<file path="src/rtl/bsa_ram_loader.sv">
// Fill stage for the binary-search RAM: accepts DEPTH bytes over valid/ready,
// writes them to addresses 0..DEPTH-1 and tracks whether the stream is non-decreasing.
module bsa_ram_loader #(
  parameter int DEPTH = 32,
  parameter int AW    = 5,
  parameter int DW    = 8
) (
  input  logic          clk,
  input  logic          reset,
  input  logic          load,
  input  logic [DW-1:0] in_data,
  input  logic          in_valid,
  output logic          in_ready,
  output logic          wren,
  output logic [AW-1:0] wr_addr,
  output logic [DW-1:0] wr_data,
  output logic [AW:0]   Count,
  output logic          Done,
  output logic          Sorted
);

  typedef enum logic [1:0] {S_IDLE, S_LOAD, S_WAIT, S_DONE} state_t;

  localparam logic [AW:0] LAST = (AW+1)'(DEPTH - 1);

  state_t        state;
  logic [DW-1:0] prev;
  logic          accept;

  always_comb begin
    in_ready = (state == S_LOAD);
    accept   = in_ready & in_valid;
  end

  always_ff @(posedge clk or negedge reset) begin
    if (!reset) begin
      state   <= S_IDLE;
      wren    <= 1'b0;
      wr_addr <= '0;
      wr_data <= '0;
      Count   <= '0;
      Done    <= 1'b0;
      Sorted  <= 1'b0;
      prev    <= '0;
    end else begin
      case (state)
        S_IDLE, S_DONE: begin
          wren <= 1'b0;
          if (load) begin
            state  <= S_LOAD;
            Count  <= '0;
            Sorted <= 1'b1;
            Done   <= 1'b0;
          end
        end
        S_LOAD: begin
          wren <= accept;
          if (accept) begin
            wr_addr <= Count[AW-1:0];
            wr_data <= in_data;
            Count   <= Count + (AW+1)'(1);
            prev    <= in_data;
            // first byte has no predecessor; prev is stale from the last fill
            if (Count != '0 && in_data < prev)
              Sorted <= 1'b0;
            if (Count == LAST)
              state <= S_WAIT;
          end
        end
        S_WAIT: begin
          wren  <= 1'b0;
          Done  <= 1'b1;
          state <= S_DONE;
        end
        default: begin
          wren  <= 1'b0;
          state <= S_IDLE;
        end
      endcase
    end
  end

endmodule

</file>
<file path="config.mk">
export PLATFORM = sky130hd
export DESIGN_NAME = bsa_ram_loader
export DESIGN_NICKNAME = d
export VERILOG_FILES = /design/src/rtl/bsa_ram_loader.sv
export SDC_FILE = /design/constraint.sdc
export NUM_CORES = 1
export LEC_CHECK = 0
export ABC_AREA = 1
export CORE_MARGIN = 5
export CORE_UTILIZATION = 41
export CTS_BUF_LIST = sky130_fd_sc_hd__clkbuf_4
export DETAILED_ROUTE_END_ITERATION = 6
export GPL_TIMING_DRIVEN = 0
export PLACE_DENSITY = 0.76
export SLEW_MARGIN = 20
export SYNTH_ARGS = -nofsm -noshare
export SYNTH_HDL_FRONTEND = slang
export SYNTH_SLANG_ARGS = --single-unit
</file>
<file path="constraint.sdc">
create_clock -name clk -period 2.06 [get_ports clk]
set_clock_uncertainty 0.15 [all_clocks]
set_input_delay 0.206 -clock clk [delete_from_list [all_inputs] [get_ports clk]]
set_output_delay 0.206 -clock clk [all_outputs]
set_load 0.005 [all_outputs]
</file>
==> results of run 1 <==
flip-flops by register name, summed over array words and instances, names as in the netlist:
signal / cells
prev: 8
Sorted: 1
state: 2
Done: 1
wren: 1
wr_addr: 5
Count: 6
power by group through the flow:
stage / registers [mW] / clock network, mW / logic (mW)
finish: 0.763 / 0.347 / 1.33
global route: 0.794 / 0.372 / 1.49
CTS: 0.763 / 0.352 / 1.34
detailed placement: 0.773 / 0 / 1.34
global placement: 0.760 / 0 / 1.30
floorplan: 0.768 / 0 / 0.801
stage by stage:
step / hold slack [ns] / std cells / cell area [um2]
floorplan: -0.240 / 158 / 1350
global placement: 0.316 / 236 / 1750
detailed placement: 0.333 / 236 / 1750
CTS: 0.303 / 240 / 1800
global route: 0.287 / 241 / 1810
finish: 0.269 / 241 / 1810
critical path, delay by kind of cell, from the launching register on:
kind / cells / cell delay (ns)
DFF: 1 / 0.42
adders and majority gates: 1 / 0.18
buffers and inverters: 2 / 0.60
kinds of logic (layout without fill, tap and decap cells):
group | after synthesis | count (layout)
adder cells (fa/ha/maj) | 12 | 12
multiplexers | 1 | 1
flip-flops | 24 | 24
buffers and inverters | 31 | 70
AND/OR/NAND/NOR | 65 | 65
AO/OA/AOI/OAI | 25 | 25
routing by layer:
layer	up-vias	share of wire, %	track usage, %
met5	-	0	0
met4	0	1.8	7.09
met3	4	5.2	3.83
met2	33	49	24.9
met1	545	44	16.9
li1	579	-	-
worst min path at each step:
stage	from	to	slack, ns	cells past startpoint
after floorplan	reset	Count[0]	-0.24	0
after global placement	wr_addr[0]	wr_addr[0]	0.32	2
after detailed placement	wr_addr[3]	wr_addr[3]	0.33	2
after CTS	in_data[0]	prev[0]	0.30	3
after global routing	reset	Count[5]	0.29	2
final	reset	Count[0]	0.27	2
repair_timing:
| action | CTS | global route |
|---|---|---|
| hold endpoints to repair | 0 | 24 |
| setup endpoints to repair | 0 | 0 |
| buffers inserted | 0 | 0 |
| hold buffers | 0 | 1 |
cell usage after synthesis (all sizes together):
| library cell | number | area, um2 |
|---|---|---|
| a21oi | 11 | 55.1 |
| a22o | 1 | 8.76 |
| buf | 4 | 41.3 |
| dfrtp | 24 | 601 |
| ha | 12 | 150 |
| inv | 27 | 106 |
| mux2 | 1 | 11.3 |
| nand2 | 37 | 171 |
| nand3 | 9 | 55.1 |
| nand4 | 5 | 31.3 |
| nor2 | 14 | 52.6 |
| o21ai | 13 | 68.8 |
cell type report:
type                       instances  area [um2]  share of cell area [%]
sequential                        24         601                    33.3
clock inverter                     1        30.0                    1.66
buffer                             4        41.3                    2.29
clock buffer                       3        22.5                    1.25
inverter                          27         106                    5.89
multi-input combinational        103         604                    33.5
tap                               44        55.1                    3.05
timing repair buffer              35         345                    19.1
==> flow_summary.toml, run 1 <==
[outcome]
run_status = "finished clean"

[floorplanning]
fp.dieArea_mm2 = 0.00455
rows = 20
dieHeight_um = 67.4
initial_utilization_pct = 43.6
core_mm2 = 0.00310
die-width_um = 67.4
io_pins = 35

[clock_network]
cts-root-buf = "clkbuf_4"
clock_latency_ns = 0.32
cts_resized = 0
cts_tree = "done"
cts.sinks = 24
h-tree-depth = 1
clock_path_buffers = 2
path_clk_slew_ns = 0.14
cts_buffers = 3

[routing]
vias = 1161
via_per_inst = 4.82
drt_wl_total_um = 2970
wl_per_cell_um = 12.3
initialDrtViolationCount = 35
dr.pass1.iters = 4
ant_nets = 0
drc_errors = 0

[global_route]
overflow = 0
grt_usage_pct = 14.6
grt_pass1_vias = 1193
grt_antenna_before_repair = 0
grt_max_degree = 25
grt_pass1_wl_um = 5000

[yosys]
synth_nets = 182
synth_cells = 158
yosys_warnings = 0
synthMuxAreaShare_pct = 0.833
syn_area_per_cell_um2 = 8.56
synth_xor_area_share_pct = 0
synth_compound_area_share_pct = 9.81
synth_area_mm2 = 0.00135
synthAdderAreaFrac_pct = 11.1
synth_top_family_by_area = "simple AND/OR/NAND/NOR gates"
synth_cell_types = 20
seq_area_frac_synth_pct = 44.4
ys_seq_elements = 24
synth-simple-area-share_pct = 22.9

[timing]
tns_ns = 0
fin_crit_sh_pct = 90.8
report.final.setup_viol = 0
drv_slew = 0
rsz0062_at_grt = "false"
finalHoldViolations = 0
layout_min_cycle_time_ns = 1.87
relSlewSlack_pct = 63.7
worstMarginPinSlew_ns = 0.545
setup_slack_ns = 0.189
fmaxAchievable_mhz = 534

[cells_and_area]
layout-drive-gt1-share_pct = 11.7
diodes = 0
fin_nets = 222
final_common_cell = "clkdlybuf4s50_1"
syn2layout_area_growth_pct = 33.5
layout_common_cells = "33 x clkdlybuf4s50_1, 30 x nand2_1, 24 x dfrtp_1, 24 x inv_1, 14 x nor2_1"
fillers = 303
postLayoutCoreUtil_pct = 58.2

[worst_hold_path]
hold_path.class = "in -> async"

[power]
ir_drop_uv = 891
power_switching_mw = 0.964
power_density_mw_per_mm2 = 1350
finalPower_mw = 2.44
power_frac_comb_pct = 54.5
power_leakage_nw = 0.895
p_int_mw = 1.47
seqPwrFrac_pct = 31.3
switching_share_pct = 39.6
power.share.clock_pct = 14.2

[critical_path]
timing.rr.end = "Count[2]"
cp_slowest_cell = "clkdlybuf4s50_1"
startpoint_type = "flip-flop"
reg2reg_depth = 10
rrSetupSlack_ns = 0.34
crit_path_start = "state[1]"
crit_arrival_ns = 1.52
reg2reg_from = "state[0]"
endpoint = "in_ready"
critPathMaxStageDelay_ns = 0.51
crit_required_ns = 1.70
critPathKind = "reg -> out"
critPathMaxFanout = 3
worstSetupEndpointType = "output pin"
cp_cell_sequence = "inv_1 -> ha_1 -> clkdlybuf4s50_1"

[placed_design]
port_buffers = 34
routabilityCongestion = 0.841
place_hpwl_um = 2350
post-place-ws_ns = 0.322

[flow_run]
maxCapViolCount = 0
No activity file was read; power rests on OpenSTA's default activity.
==> inputs of run 2 (changes only) <==
--- a/config.mk
+++ b/config.mk
@@ -8,9 +8,9 @@
 export ABC_AREA = 1
 export CORE_MARGIN = 5
 export CORE_UTILIZATION = 41
-export CTS_BUF_LIST = sky130_fd_sc_hd__clkbuf_4
 export DETAILED_ROUTE_END_ITERATION = 6
 export GPL_TIMING_DRIVEN = 0
+export MAX_ROUTING_LAYER = met4
 export PLACE_DENSITY = 0.76
 export SLEW_MARGIN = 20
 export SYNTH_ARGS = -nofsm -noshare
==> run 2 against run 1 <==
Compared with the run above: global-route usage is 0.42 points higher; combinational power hardly changed; critical path type unchanged; register-to-register slack about the same; highest routed layer unchanged; critical endpoint unchanged.
==> flow_summary.toml, run 2 (synthesized netlist as in run 1, its figures left out) <==
[floorplanning]
initial_utilization_pct = 43.6
dieHeight_um = 67.4
die-width_um = 67.4
io_pins = 35
core_mm2 = 0.00310
rows = 20
fp.dieArea_mm2 = 0.00455

[clock_network]
h-tree-depth = 1
cts_resized = 0
cts_tree = "done"
cts.sinks = 24
clock_latency_ns = 0.32
cts_buffers = 3
path_clk_slew_ns = 0.14
clock_path_buffers = 2
cts-root-buf = "clkbuf_4"

[power]
ir_drop_uv = 892
power_leakage_nw = 0.895
power_density_mw_per_mm2 = 1350

[timing]
tns_ns = 0
report.final.setup_viol = 0
hold-worst-slack_ns = 0.268
finalHoldViolations = 0
fin_crit_sh_pct = 90.9
worstMarginPinSlew_ns = 0.545
drv_slew = 0
fmaxAchievable_mhz = 534
setup_slack_ns = 0.188
layout_min_cycle_time_ns = 1.87
rsz0062_at_grt = "false"
relSlewSlack_pct = 63.7

[routing]
vias = 1162
wl_per_cell_um = 12.3
via_per_inst = 4.82
ant_nets = 0
drc_errors = 0
dr.pass1.iters = 4
drt_wl_total_um = 2970
initialDrtViolationCount = 35

[global_route]
grt_max_degree = 25
grt_antenna_before_repair = 0
grt_usage_pct = 15.0
overflow = 0
grt_pass1_wl_um = 5000
grt_pass1_vias = 1195

[critical_path]
critPathKind = "reg -> out"
crit_required_ns = 1.70
crit_arrival_ns = 1.52
critPathMaxFanout = 3
startpoint_type = "flip-flop"
worstSetupEndpointType = "output pin"

[cells_and_area]
fin_nets = 222
largest_reg_flops = 8
syn2layout_area_growth_pct = 33.5
diodes = 0
layout_common_cells = "33 x clkdlybuf4s50_1, 30 x nand2_1, 24 x dfrtp_1, 24 x inv_1, 14 x nor2_1"
largest_register = "prev"
design_area_mm2 = 0.00181
layout-drive-gt1-share_pct = 11.7
final_common_cell = "clkdlybuf4s50_1"
top_regs = "prev: 8 flops, Count: 6 flops, wr_addr: 5 flops"

[placed_design]
port_buffers = 34
post-place-ws_ns = 0.322
routabilityCongestion = 0.854
dpl_cell_area_mm2 = 0.00175
place_hpwl_um = 2350

[worst_hold_path]
hold_path.class = "in -> async"

[flow_run]
maxCapViolCount = 0

[outcome]
run_status = "finished clean"
## run 2: cell counts in the layout (fill, tap and decap cells not counted)
No cell type changed its count.
## run 2: path summary, 6_finish.rpt
kind	endpoint	slack (ns)	from	cells past startpoint
setup / recovery	in_ready	0.19	state[1]	3
hold / removal	Count[0]	0.27	reset	2
setup reg to reg	Count[2]	0.34	state[0]	10
hold reg to reg	wr_addr[3]	0.36	wr_addr[3]	2
max in group asynchronous	prev[5]	1.13	reset	2
min in group clk	prev[0]	0.30	in_data[0]	3
## run 2: report_power, final
group | internal, mW | switching (mW)
clock network | 0.197 | 0.151
logic | 0.637 | 0.691
registers | 0.640 | 0.124
## run 2: routing by layer
layer,wire length [um],vias up,share of wire (%),global-route usage [%]
met5,0,-,0,-
met4,51,0,1.7,7.09
met3,155,4,5.2,3.66
met2,1460,34,49,24.9
met1,1310,545,44,17.0
li1,-,579,-,-
## run 2: through the flow
step / instances / util (%) / power (mW)
after floorplan: 158 / - / 1.57
after global placement: 236 / 56.3 / 2.06
after detailed placement: 236 / 56.3 / 2.11
after CTS: 240 / 58.0 / 2.46
after global routing: 241 / 58.2 / 2.66
final: 241 / 58.2 / 2.44
## run 2: critical path, stage by stage (launching register included)
cell             delay (ns)
dfrtp_1                0.42
inv_1                  0.09
ha_1                   0.18
clkdlybuf4s50_1        0.51
## run 2: timing repair
action                                 4_1_cts  5_1_grt
hold buffers                                 0        1
endpoints found under the hold margin        0       24
setup buffers                                0        0
## run 2: final cells by class
| type | count | area [um2] |
|---|---|---|
| repair buffers | 35 | 345 |
| plain buffers | 4 | 41.3 |
| clock inverters | 1 | 30.0 |
| inverters | 27 | 106 |
| well taps | 44 | 55.1 |
| multi-input cells | 103 | 604 |
| flip-flops and latches | 24 | 601 |
| clock buffers | 3 | 22.5 |
| fillers | 303 | 1300 |
==> inputs of run 3 (changes only) <==
--- a/config.mk
+++ b/config.mk
@@ -12,6 +12,7 @@
 export GPL_TIMING_DRIVEN = 0
 export MAX_ROUTING_LAYER = met4
 export PLACE_DENSITY = 0.76
+export SKIP_LAST_GASP = 1
 export SLEW_MARGIN = 20
 export SYNTH_ARGS = -nofsm -noshare
 export SYNTH_HDL_FRONTEND = slang
==> results of run 3 <==
The final DEF is identical to that of run 2; final timing and power are the same.
